File: src/rtl/adc_frame_sequencer_if.sv
`default_nettype none
// ============================================================================
//  Module      : adc_frame_sequencer_if
//  Description : Bus between the ADC frame sequencer and the ADC / sample
//                consumer. Requests and serial data in, frame strobes and
//                captured samples out.
//  Revision    : 1.0 - initial release
// ============================================================================
interface adc_frame_sequencer_if #(
    parameter int DW = 12
);
    logic          en;
    logic          trig;
    logic          mosi;
    logic          cs_n;
    logic          sck;
    logic [DW-1:0] data_o;
    logic          valid_o;
    logic          err_o;
    logic          busy_o;

    // Sequencer side
    modport master (
        input  en, trig, mosi,
        output cs_n, sck, data_o, valid_o, err_o, busy_o
    );

    // ADC / consumer side
    modport slave (
        output en, trig, mosi,
        input  cs_n, sck, data_o, valid_o, err_o, busy_o
    );
endinterface
`default_nettype wire

File: src/rtl/adc_frame_sequencer.sv
`default_nettype none
// ============================================================================
//  Module      : adc_frame_sequencer
//  Description : Generates the ADC serial frame (cs_n, sck = clk/2) and
//                captures the 14-bit conversion word (2 leading zeros + 12
//                data bits, MSB first). Free-running at a fixed period while
//                en=1, or single-shot on trig while en=0.
//  Revision    : 1.0 - initial release
// ============================================================================
module adc_frame_sequencer #(
    parameter int SPI_DW        = 14,
    parameter int PERIOD_CYCLES = 50
) (
    input  wire logic             clk,
    input  wire logic             rst,
    adc_frame_sequencer_if.master bus
);

    localparam int c_DW    = SPI_DW - 2;
    localparam int c_BIT_W = $clog2(SPI_DW);
    localparam int c_PER_W = $clog2(PERIOD_CYCLES);

    localparam logic [c_BIT_W-1:0] c_LAST_BIT = c_BIT_W'(SPI_DW - 1);
    localparam logic [c_PER_W-1:0] c_LAST_PER = c_PER_W'(PERIOD_CYCLES - 1);

    // The frame (28 cycles with cs_n low) plus the frame-end cycle must fit
    // inside one sample period.
    generate
        if (PERIOD_CYCLES < 32) begin : g_period_check
            $error("adc_frame_sequencer: PERIOD_CYCLES must be >= 32");
        end
    endgenerate

    typedef enum logic [1:0] {
        ST_IDLE     = 2'd0,
        ST_CS_SETUP = 2'd1,
        ST_SHIFT    = 2'd2,
        ST_QUIET    = 2'd3
    } state_t;

    state_t              r_state;
    logic                r_cs_n;
    logic                r_sck;
    logic [SPI_DW-1:0]   r_shift;
    logic [c_BIT_W-1:0]  r_bit_cnt;
    logic [c_PER_W-1:0]  r_period;
    logic [c_DW-1:0]     r_data;
    logic                r_valid;
    logic                r_err;

    state_t              w_state_nxt;
    logic                w_cs_n_nxt;
    logic                w_sck_nxt;
    logic [SPI_DW-1:0]   w_shift_nxt;
    logic [c_BIT_W-1:0]  w_bit_cnt_nxt;
    logic [c_PER_W-1:0]  w_period_nxt;
    logic [c_DW-1:0]     w_data_nxt;
    logic                w_valid_nxt;
    logic                w_err_nxt;

    // Next-state and next-output logic; all outputs are registered so that
    // cs_n/sck leave the block glitch-free. The period counter holds the
    // offset from the current frame's cs_n falling edge.
    always_comb begin
        w_state_nxt   = r_state;
        w_cs_n_nxt    = r_cs_n;
        w_sck_nxt     = r_sck;
        w_shift_nxt   = r_shift;
        w_bit_cnt_nxt = r_bit_cnt;
        w_period_nxt  = r_period;
        w_data_nxt    = r_data;
        w_valid_nxt   = 1'b0;
        w_err_nxt     = r_err;

        case (r_state)
            ST_IDLE: begin
                w_cs_n_nxt = 1'b1;
                w_sck_nxt  = 1'b1;
                // en has priority; en together with trig still starts one frame
                if (bus.en || bus.trig) begin
                    w_state_nxt   = ST_CS_SETUP;
                    w_cs_n_nxt    = 1'b0;
                    w_period_nxt  = '0;
                    w_bit_cnt_nxt = '0;
                    w_shift_nxt   = '0;
                end
            end

            ST_CS_SETUP: begin
                w_state_nxt  = ST_SHIFT;
                w_sck_nxt    = 1'b0;
                w_period_nxt = r_period + 1'b1;
            end

            ST_SHIFT: begin
                w_period_nxt = r_period + 1'b1;
                if (!r_sck) begin
                    // This edge drives sck 0->1: capture the bit the ADC
                    // launched on the preceding falling edge.
                    w_shift_nxt   = {r_shift[SPI_DW-2:0], bus.mosi};
                    w_bit_cnt_nxt = r_bit_cnt + 1'b1;
                    w_sck_nxt     = 1'b1;
                    if (r_bit_cnt == c_LAST_BIT) begin
                        w_state_nxt = ST_QUIET;
                        w_cs_n_nxt  = 1'b1;
                        w_valid_nxt = 1'b1;
                        w_data_nxt  = w_shift_nxt[c_DW-1:0];
                        w_err_nxt   = |w_shift_nxt[SPI_DW-1:c_DW];
                    end
                end else begin
                    w_sck_nxt = 1'b0;
                end
            end

            ST_QUIET: begin
                w_cs_n_nxt = 1'b1;
                w_sck_nxt  = 1'b1;
                if (r_period == c_LAST_PER) begin
                    if (bus.en) begin
                        w_state_nxt   = ST_CS_SETUP;
                        w_cs_n_nxt    = 1'b0;
                        w_period_nxt  = '0;
                        w_bit_cnt_nxt = '0;
                        w_shift_nxt   = '0;
                    end else begin
                        w_state_nxt = ST_IDLE;
                    end
                end else begin
                    w_period_nxt = r_period + 1'b1;
                end
            end

            default: begin
                w_state_nxt = ST_IDLE;
                w_cs_n_nxt  = 1'b1;
                w_sck_nxt   = 1'b1;
            end
        endcase
    end

    // State and output registers with synchronous reset that aborts any frame.
    always_ff @(posedge clk) begin
        if (rst) begin
            r_state   <= ST_IDLE;
            r_cs_n    <= 1'b1;
            r_sck     <= 1'b1;
            r_shift   <= '0;
            r_bit_cnt <= '0;
            r_period  <= '0;
            r_data    <= '0;
            r_valid   <= 1'b0;
            r_err     <= 1'b0;
        end else begin
            r_state   <= w_state_nxt;
            r_cs_n    <= w_cs_n_nxt;
            r_sck     <= w_sck_nxt;
            r_shift   <= w_shift_nxt;
            r_bit_cnt <= w_bit_cnt_nxt;
            r_period  <= w_period_nxt;
            r_data    <= w_data_nxt;
            r_valid   <= w_valid_nxt;
            r_err     <= w_err_nxt;
        end
    end

    assign bus.cs_n    = r_cs_n;
    assign bus.sck     = r_sck;
    assign bus.data_o  = r_data;
    assign bus.valid_o = r_valid;
    assign bus.err_o   = r_err;
    assign bus.busy_o  = (r_state != ST_IDLE);

endmodule
`default_nettype wire

File: src/flat_wrapper.sv
// flat-port wrapper written by rule: the top's interface ports become plain ports
module adc_frame_sequencer_flat 
#(
    parameter int SPI_DW        = 14,
    parameter int PERIOD_CYCLES = 50
)
  (clk, rst, bus_en, bus_trig, bus_mosi, bus_cs_n, bus_sck, bus_data_o, bus_valid_o, bus_err_o, bus_busy_o);
  adc_frame_sequencer_if #(.DW(12)) bus_i ();
  input  wire logic clk;
  input  wire logic rst;
  input wire logic [$bits(bus_i.en)-1:0] bus_en;
  input wire logic [$bits(bus_i.trig)-1:0] bus_trig;
  input wire logic [$bits(bus_i.mosi)-1:0] bus_mosi;
  output wire logic [$bits(bus_i.cs_n)-1:0] bus_cs_n;
  output wire logic [$bits(bus_i.sck)-1:0] bus_sck;
  output wire logic [$bits(bus_i.data_o)-1:0] bus_data_o;
  output wire logic [$bits(bus_i.valid_o)-1:0] bus_valid_o;
  output wire logic [$bits(bus_i.err_o)-1:0] bus_err_o;
  output wire logic [$bits(bus_i.busy_o)-1:0] bus_busy_o;
  assign bus_i.en = bus_en;
  assign bus_i.trig = bus_trig;
  assign bus_i.mosi = bus_mosi;
  assign bus_cs_n = bus_i.cs_n;
  assign bus_sck = bus_i.sck;
  assign bus_data_o = bus_i.data_o;
  assign bus_valid_o = bus_i.valid_o;
  assign bus_err_o = bus_i.err_o;
  assign bus_busy_o = bus_i.busy_o;
  adc_frame_sequencer #(.SPI_DW(SPI_DW), .PERIOD_CYCLES(PERIOD_CYCLES)) u_core (.clk(clk), .rst(rst), .bus(bus_i));
endmodule
File: config.mk
export PLATFORM = sky130hd
export DESIGN_NAME = adc_frame_sequencer_flat
export DESIGN_NICKNAME = d
export VERILOG_FILES = /design/src/rtl/adc_frame_sequencer_if.sv /design/src/rtl/adc_frame_sequencer.sv /design/src/flat_wrapper.sv
export SDC_FILE = /design/constraint.sdc
export NUM_CORES = 1
export LEC_CHECK = 0
export BUFFER_PORTS_ARGS = -buffer_cell sky130_fd_sc_hd__buf_4
export CAP_MARGIN = 15
export CORE_AREA = 2 2 79 81
export CTS_CLUSTER_DIAMETER = 30
export DETAILED_ROUTE_END_ITERATION = 8
export DIE_AREA = 0 0 81 83
export PLACE_DENSITY = 0.48
export SLEW_MARGIN = 20
export SYNTH_ARGS = -nofsm -noshare
export SYNTH_HDL_FRONTEND = slang
export SYNTH_SLANG_ARGS = --single-unit
File: constraint.sdc
create_clock -name clk -period 2 [get_ports clk]
set_input_delay 0 -clock clk [delete_from_list [all_inputs] [get_ports clk]]
set_output_delay 0 -clock clk [all_outputs]
set_load 0.005 [all_outputs]
=== Word level (Yosys, flattened, before mapping) ===
Cells that the tools add are included.

* Register bits: 41
* Input port bits: 5
* Output and inout port bits: 17
* Word-level logic and storage cells: 66

* $add $sub $neg: 2
* Equality and inequality tests: 11
* Multiplexer cells: 29
* Bitwise logic cells: 2
* Reductions and logical operators: 13

{| class="wikitable"
|+ Operator list
! operator !! count
|-
| $mux 13 || 4
|-
| $pmux 13 s3 || 1
|-
| $mux 6 || 3
|-
| $pmux 6 s3 || 1
|-
| $mux 4 || 4
|-
| $pmux 4 s3 || 1
|-
| $mux 1 || 8
|-
| $mux 2 || 4
|-
| $pmux 2 s4 || 1
|-
| $add 6x1->6 const B || 1
|-
| $eq 6x6->1 const B || 1
|-
| $ne 2x1->1 const B || 3
|-
| $pmux 1 s3 || 2
|-
| $reduce_and 3->1 || 2
|-
| $reduce_or 2->1 || 3
|-
| $reduce_and 5->1 || 1
|-
| $add 4x1->4 const B || 1
|-
| $eq 2x2->1 const B || 2
|-
| $eq 4x4->1 const B || 1
|-
| $ne 2x2->1 const B || 2
|-
| $reduce_and 4->1 || 1
|-
| $ne 3x3->1 const B || 1
|-
| $reduce_bool 3->1 || 1
|-
| $reduce_or 3->1 || 1
|-
| other kinds (6) || 7
|}

=== Logic depth before layout (Yosys ltp) ===
* Depth in word-level cells: 4
* Gate-level depth with buffers: 8
* Depth with buffers taken out: 6

=== Least setup slack after synthesis ===
OpenSTA, ideal clock, no wires.

* Path kind: flip-flop to flip-flop
* Start: register u_core.r_state[0]
* End: register u_core.r_bit_cnt[2]
* Setup time: 0.070 ns
* Arrival time: 1.844 ns
* Data required time: 1.930 ns
* Path slack: 0.086 ns
* Cell stages (with the launch flop): 8
* Path buffers: 1
* Clock period less this slack: 1.914 ns
* Cell sequence: dfxtp_1 -> inv_1 -> ha_1 -> nor3b_1 -> o32a_1 -> buf_6 -> or4_1 -> a21oi_1

* Word-level cells in the longest chain between the ends: 3
* Elaborated cells on any way between the ends: 10
* Those cells by class: eq/ne (6); mux (1); reduce/logical (3)

{| class="wikitable"
|+ RTL lines
! what !! RTL line !! source
|-
| start, declared || adc_frame_sequencer.sv:41 || <nowiki>state_t r_state;</nowiki>
|-
| start signal, assigned || adc_frame_sequencer.sv:154 || <nowiki>r_state <= w_state_nxt;</nowiki>
|-
| $eq 2x2->1 / $logic_not 2->1 (equally long branches) || adc_frame_sequencer.sv:75 || <nowiki>case (r_state)</nowiki>
|-
| $ne 2x1->1 (no line) (tied with other cells) || - ||
|-
| $reduce_and 5->1 (no line) || - ||
|-
| end signal, assigned || adc_frame_sequencer.sv:158 || <nowiki>r_bit_cnt <= w_bit_cnt_nxt;</nowiki>
|-
| end, declared || adc_frame_sequencer.sv:45 || <nowiki>logic [c_BIT_W-1:0] r_bit_cnt;</nowiki>
|}

Several ways; a longest one is shown, not always the timed one.
A chain may end at the register's enable or synchronous reset.

=== Worst setup path in the final report ===
* Start: register u_core.r_period[4]
* End: register u_core.r_period[4]

* Word-level cells in the longest chain between the ends: 3
* Elaborated cells on any way between the ends: 6
* Those cells by class: add/sub (1); eq/ne (2); mux (2); reduce/logical (1)

{| class="wikitable"
|+ RTL lines
! what !! RTL line !! source
|-
| start, declared || adc_frame_sequencer.sv:46 || <nowiki>logic [c_PER_W-1:0] r_period;</nowiki>
|-
| start signal, assigned || adc_frame_sequencer.sv:159 || <nowiki>r_period <= w_period_nxt;</nowiki>
|-
| $add 6x1->6 / $eq 6x6->1 (equally long branches) || - ||
|-
| $mux 6 / $ne 3x3->1 (equally long branches) || - ||
|-
| $pmux 6 s3 / $reduce_and 2->1 (equally long branches) || - ||
|}

Several ways; a longest one is shown, not always the timed one.

==> summary.md <==
| Metric | Value |
|---|---|
| Status | finished, final reports clean |
| Routability congestion estimate | 0.799 |
| Buf/Inv on CP | 0 |
| M3 GR Usage | 2.93% |
| Detailed-route DRC error count | 0 |
| Pin count of the biggest net entering global routing | 39 |
| Die height | 83 µm |
| Die Area | 0.00672 mm² |
| GRT met1 Usage | 21.9% |
| Layout Nets | 271 |
| Final Setup Violations | 0 |
| Tcrit/Tclk final | 93.0% |
| Vias after detailed routing | 1773 |
| Initial antenna violation count | 0 |
| Final Cell Area | 0.00235 mm² |
| CP Launch Type | flop |
| CTS H-tree lvls | 2 |
| Area Growth Syn to Fin | 22.5% |
| RSZ-0062 raised after global routing | false |
| NetSw | 0.786 mW |
| Vias in the first global route | 1670 |
| Critical path's largest stage delay | 490 ps |
| Setup TNS | 0 ps |
| Antenna cells | 0 |
| Syn avg cell area | 8.32 µm² |
| Post-route ant nets | 0 |
| Met2 Resource Use GR | 22.4% |
| Register bit count reported by yosys | 41 |
| Num CTS Buffers | 5 |
| Post-place instance area | 0.00221 mm² |
| Post-Syn Area | 0.00191 mm² |
| GR Util All Layers | 15.1% |
| First-pass GRT wire length | 8140 µm |
| FFs w/ async S/R, synth | 0% |
| Hold Vio Cnt, Final | 0 |
| CTS root buffer | clkbuf_8 |
| Gr busiest metal | met2 |
| Internal | 1.56 mW |
| Peak supply drop | 0.334 mV |
| Synth Net Count | 243 |
| Via-per-instance ratio | 5.31 |
| Rows | 28 |
| Period minus WS final | 1860 ps |
| I/O pin count | 22 |
| CP Class | reg2reg |
| Drt wl/cell | 14.4 µm |
| # clock sinks | 41 |
| Critical Path Sink Type | flop |
| YS warnings | 0 |
| Layout cell share with drive strength beyond 1 | 18.9% |
| Min-delay worst type | in2reg |
| Area of the core | 0.00582 mm² |
| Pleak | 0.867 nW |
| Synth cell types | 41 |
| Clk_lat worst skew | 300 ps |
| Synth Flop Type | dfxtp_1 |
| Clock Power Share | 30.6% |
| Clk buf depth | 2 |
| Routed wire length | 4810 µm |
| Die width | 81 µm |
| Max_cap viols | 0 |
| Worst Skew | 2.76 ps |
| CTS tree | yes |
| Grt ovf | 0 |
| Gate family responsible for the most delay along the worst path | compound AO/OA/AOI/OAI gates |
| CP Max Fanout | 6 |
| PwrDens | 1000 mW/mm² |
| Final slew viol count | 0 |
| Register share of total power | 38.4% |
| Critical path required time | 2190 ps |
| Iteration-0 DRC count of the detailed router | 125 |
| Sequential share of the synthesized area | 42.9% |
| Max frequency | 538 MHz |
| Slew HR | 68.9% |
| Port bufs | 21 |
| Sw frac | 33.5% |
| Logic gate share of total power | 31.0% |
| Crit path cell chain | or3b_1 > a221oi_2 > nor2_1 > a221o_1 |
| Syn Inst Count | 230 |
| CP max-delay cell | or3b_1 |
| Initial core utilization | 32.9% |
| EDFF count, synth | 0 |
| CP Data Arrival Time | 2050 ps |
| Clock-pin slew on the worst setup and hold paths | 80 ps |
| Drt pass-1 iters | 5 |
| Final HPWL DP | 3190 µm |
| Worst-margin pin slew | 465 ps |
[cell type report]
cell class,count,area (µm²)
clock buffer,6,82.6
sequential,41,823
clock inverter,2,37.5
tap,75,93.8
inverter,9,33.8
timing repair buffer,38,288
multi-input combinational,163,987
fill,625,3470
[power by group through the flow]
stage | registers, mW | clock network, mW | logic (mW)
after floorplan | 0.918 | 0 | 0.456
after global placement | 0.917 | 0 | 0.730
after detailed placement | 0.918 | 0 | 0.724
after CTS | 0.899 | 0.737 | 0.729
after global routing | 0.910 | 0.771 | 0.816
final | 0.902 | 0.720 | 0.728
[registers in the layout, indices dropped and copies added, names as in the netlist]
name / cells
u_core.r_shift: 13
u_core.bus.data_o: 12
u_core.r_period: 6
u_core.r_bit_cnt: 4
u_core.r_state: 2
u_core.bus.cs_n: 1
u_core.bus.err_o: 1
u_core.bus.sck: 1
u_core.bus.valid_o: 1
[cell usage after synthesis, types with 2 or more instances]
cell	n	area share [%]
o21ai_0	20	5.2
or4_1	4	1.6
nand3_1	15	3.9
nand4b_1	2	0.92
clkbuf_1	15	2.9
nor4_1	2	0.65
a21oi_1	32	8.4
nand2b_1	3	0.98
nor3b_1	2	0.78
a21o_1	2	0.78
ha_1	8	5.2
and2_1	4	1.3
nand4_1	14	4.6
nor3_1	3	0.78
inv_1	9	1.8
nand2_1	20	3.9
dfxtp_1	41	43
and4b_1	2	1.0
nor2_1	9	1.8
o32a_1	2	1.0
[per-stage QoR]
stage / instances / power (mW) / worst slack, ps / hold WS (ps) / utilization (%)
global route: 334 / 2.50 / 1.38 / 127 / 40.3
floorplan: 230 / 1.37 / 85.9 / 147 / -
global placement: 325 / 1.65 / 144 / 287 / 38.1
finish: 334 / 2.35 / 141 / 106 / 40.3
CTS: 334 / 2.36 / 99.1 / 116 / 40.3
detailed placement: 325 / 1.64 / 121 / 298 / 38.1
[layout by cell type (no fill, tap or decap), types with 2 or more instances in the layout]
master    count
o21ai_0      20
ha_1          8
and2_1        4
dfxtp_1      39
clkbuf_8      6
dfxtp_2       2
nand4_1      14
nor2_1        9
o32a_1        2
and4b_1       2
nand2_1      20
nand4b_1      2
buf_4        37
a21oi_1      32
nor3_1        3
nor3b_1       2
inv_1         9
nor4_1        2
nand3_1      15
nand2b_1      3
a21o_1        2
or4_1         4
[kinds of logic after synthesis]
logic type      count (synthesis)  share of synthesized area (%)
flops                          41                           42.9
simple gates                   84                           23.9
buf+inv                        26                           5.55
mux                             1                          0.523
fa+ha+maj                       8                           5.23
xor+xnor                        1                          0.458
compound gates                 69                           21.4
[timing repair]
action,in CTS,in global routing
setup endpoints to repair,0,8
hold endpoints to repair,2,0
setup buffers,0,0
hold buffers,1,0
gates resized for setup,0,2
[routing by layer]
metal  share of wire [%]  up-vias
met2                  46       34
li1                    -      892
met1                  49      841
met3                 3.4        6
met5                   0        -
met4                 1.5        0
[worst paths after layout]
check / startpoint / end / slack (ps) / depth (start not counted)
worst max-delay path: u_core.r_period[4] / u_core.r_period[4] / 140 / 4
worst min-delay path: rst / u_core.bus.valid_o / 110 / 2
worst max register to register: u_core.r_period[4] / u_core.r_period[4] / 140 / 4
worst min register to register: u_core.bus.data_o[10] / u_core.bus.data_o[10] / 460 / 2
Note: power is estimated with default switching activity, not from simulation.
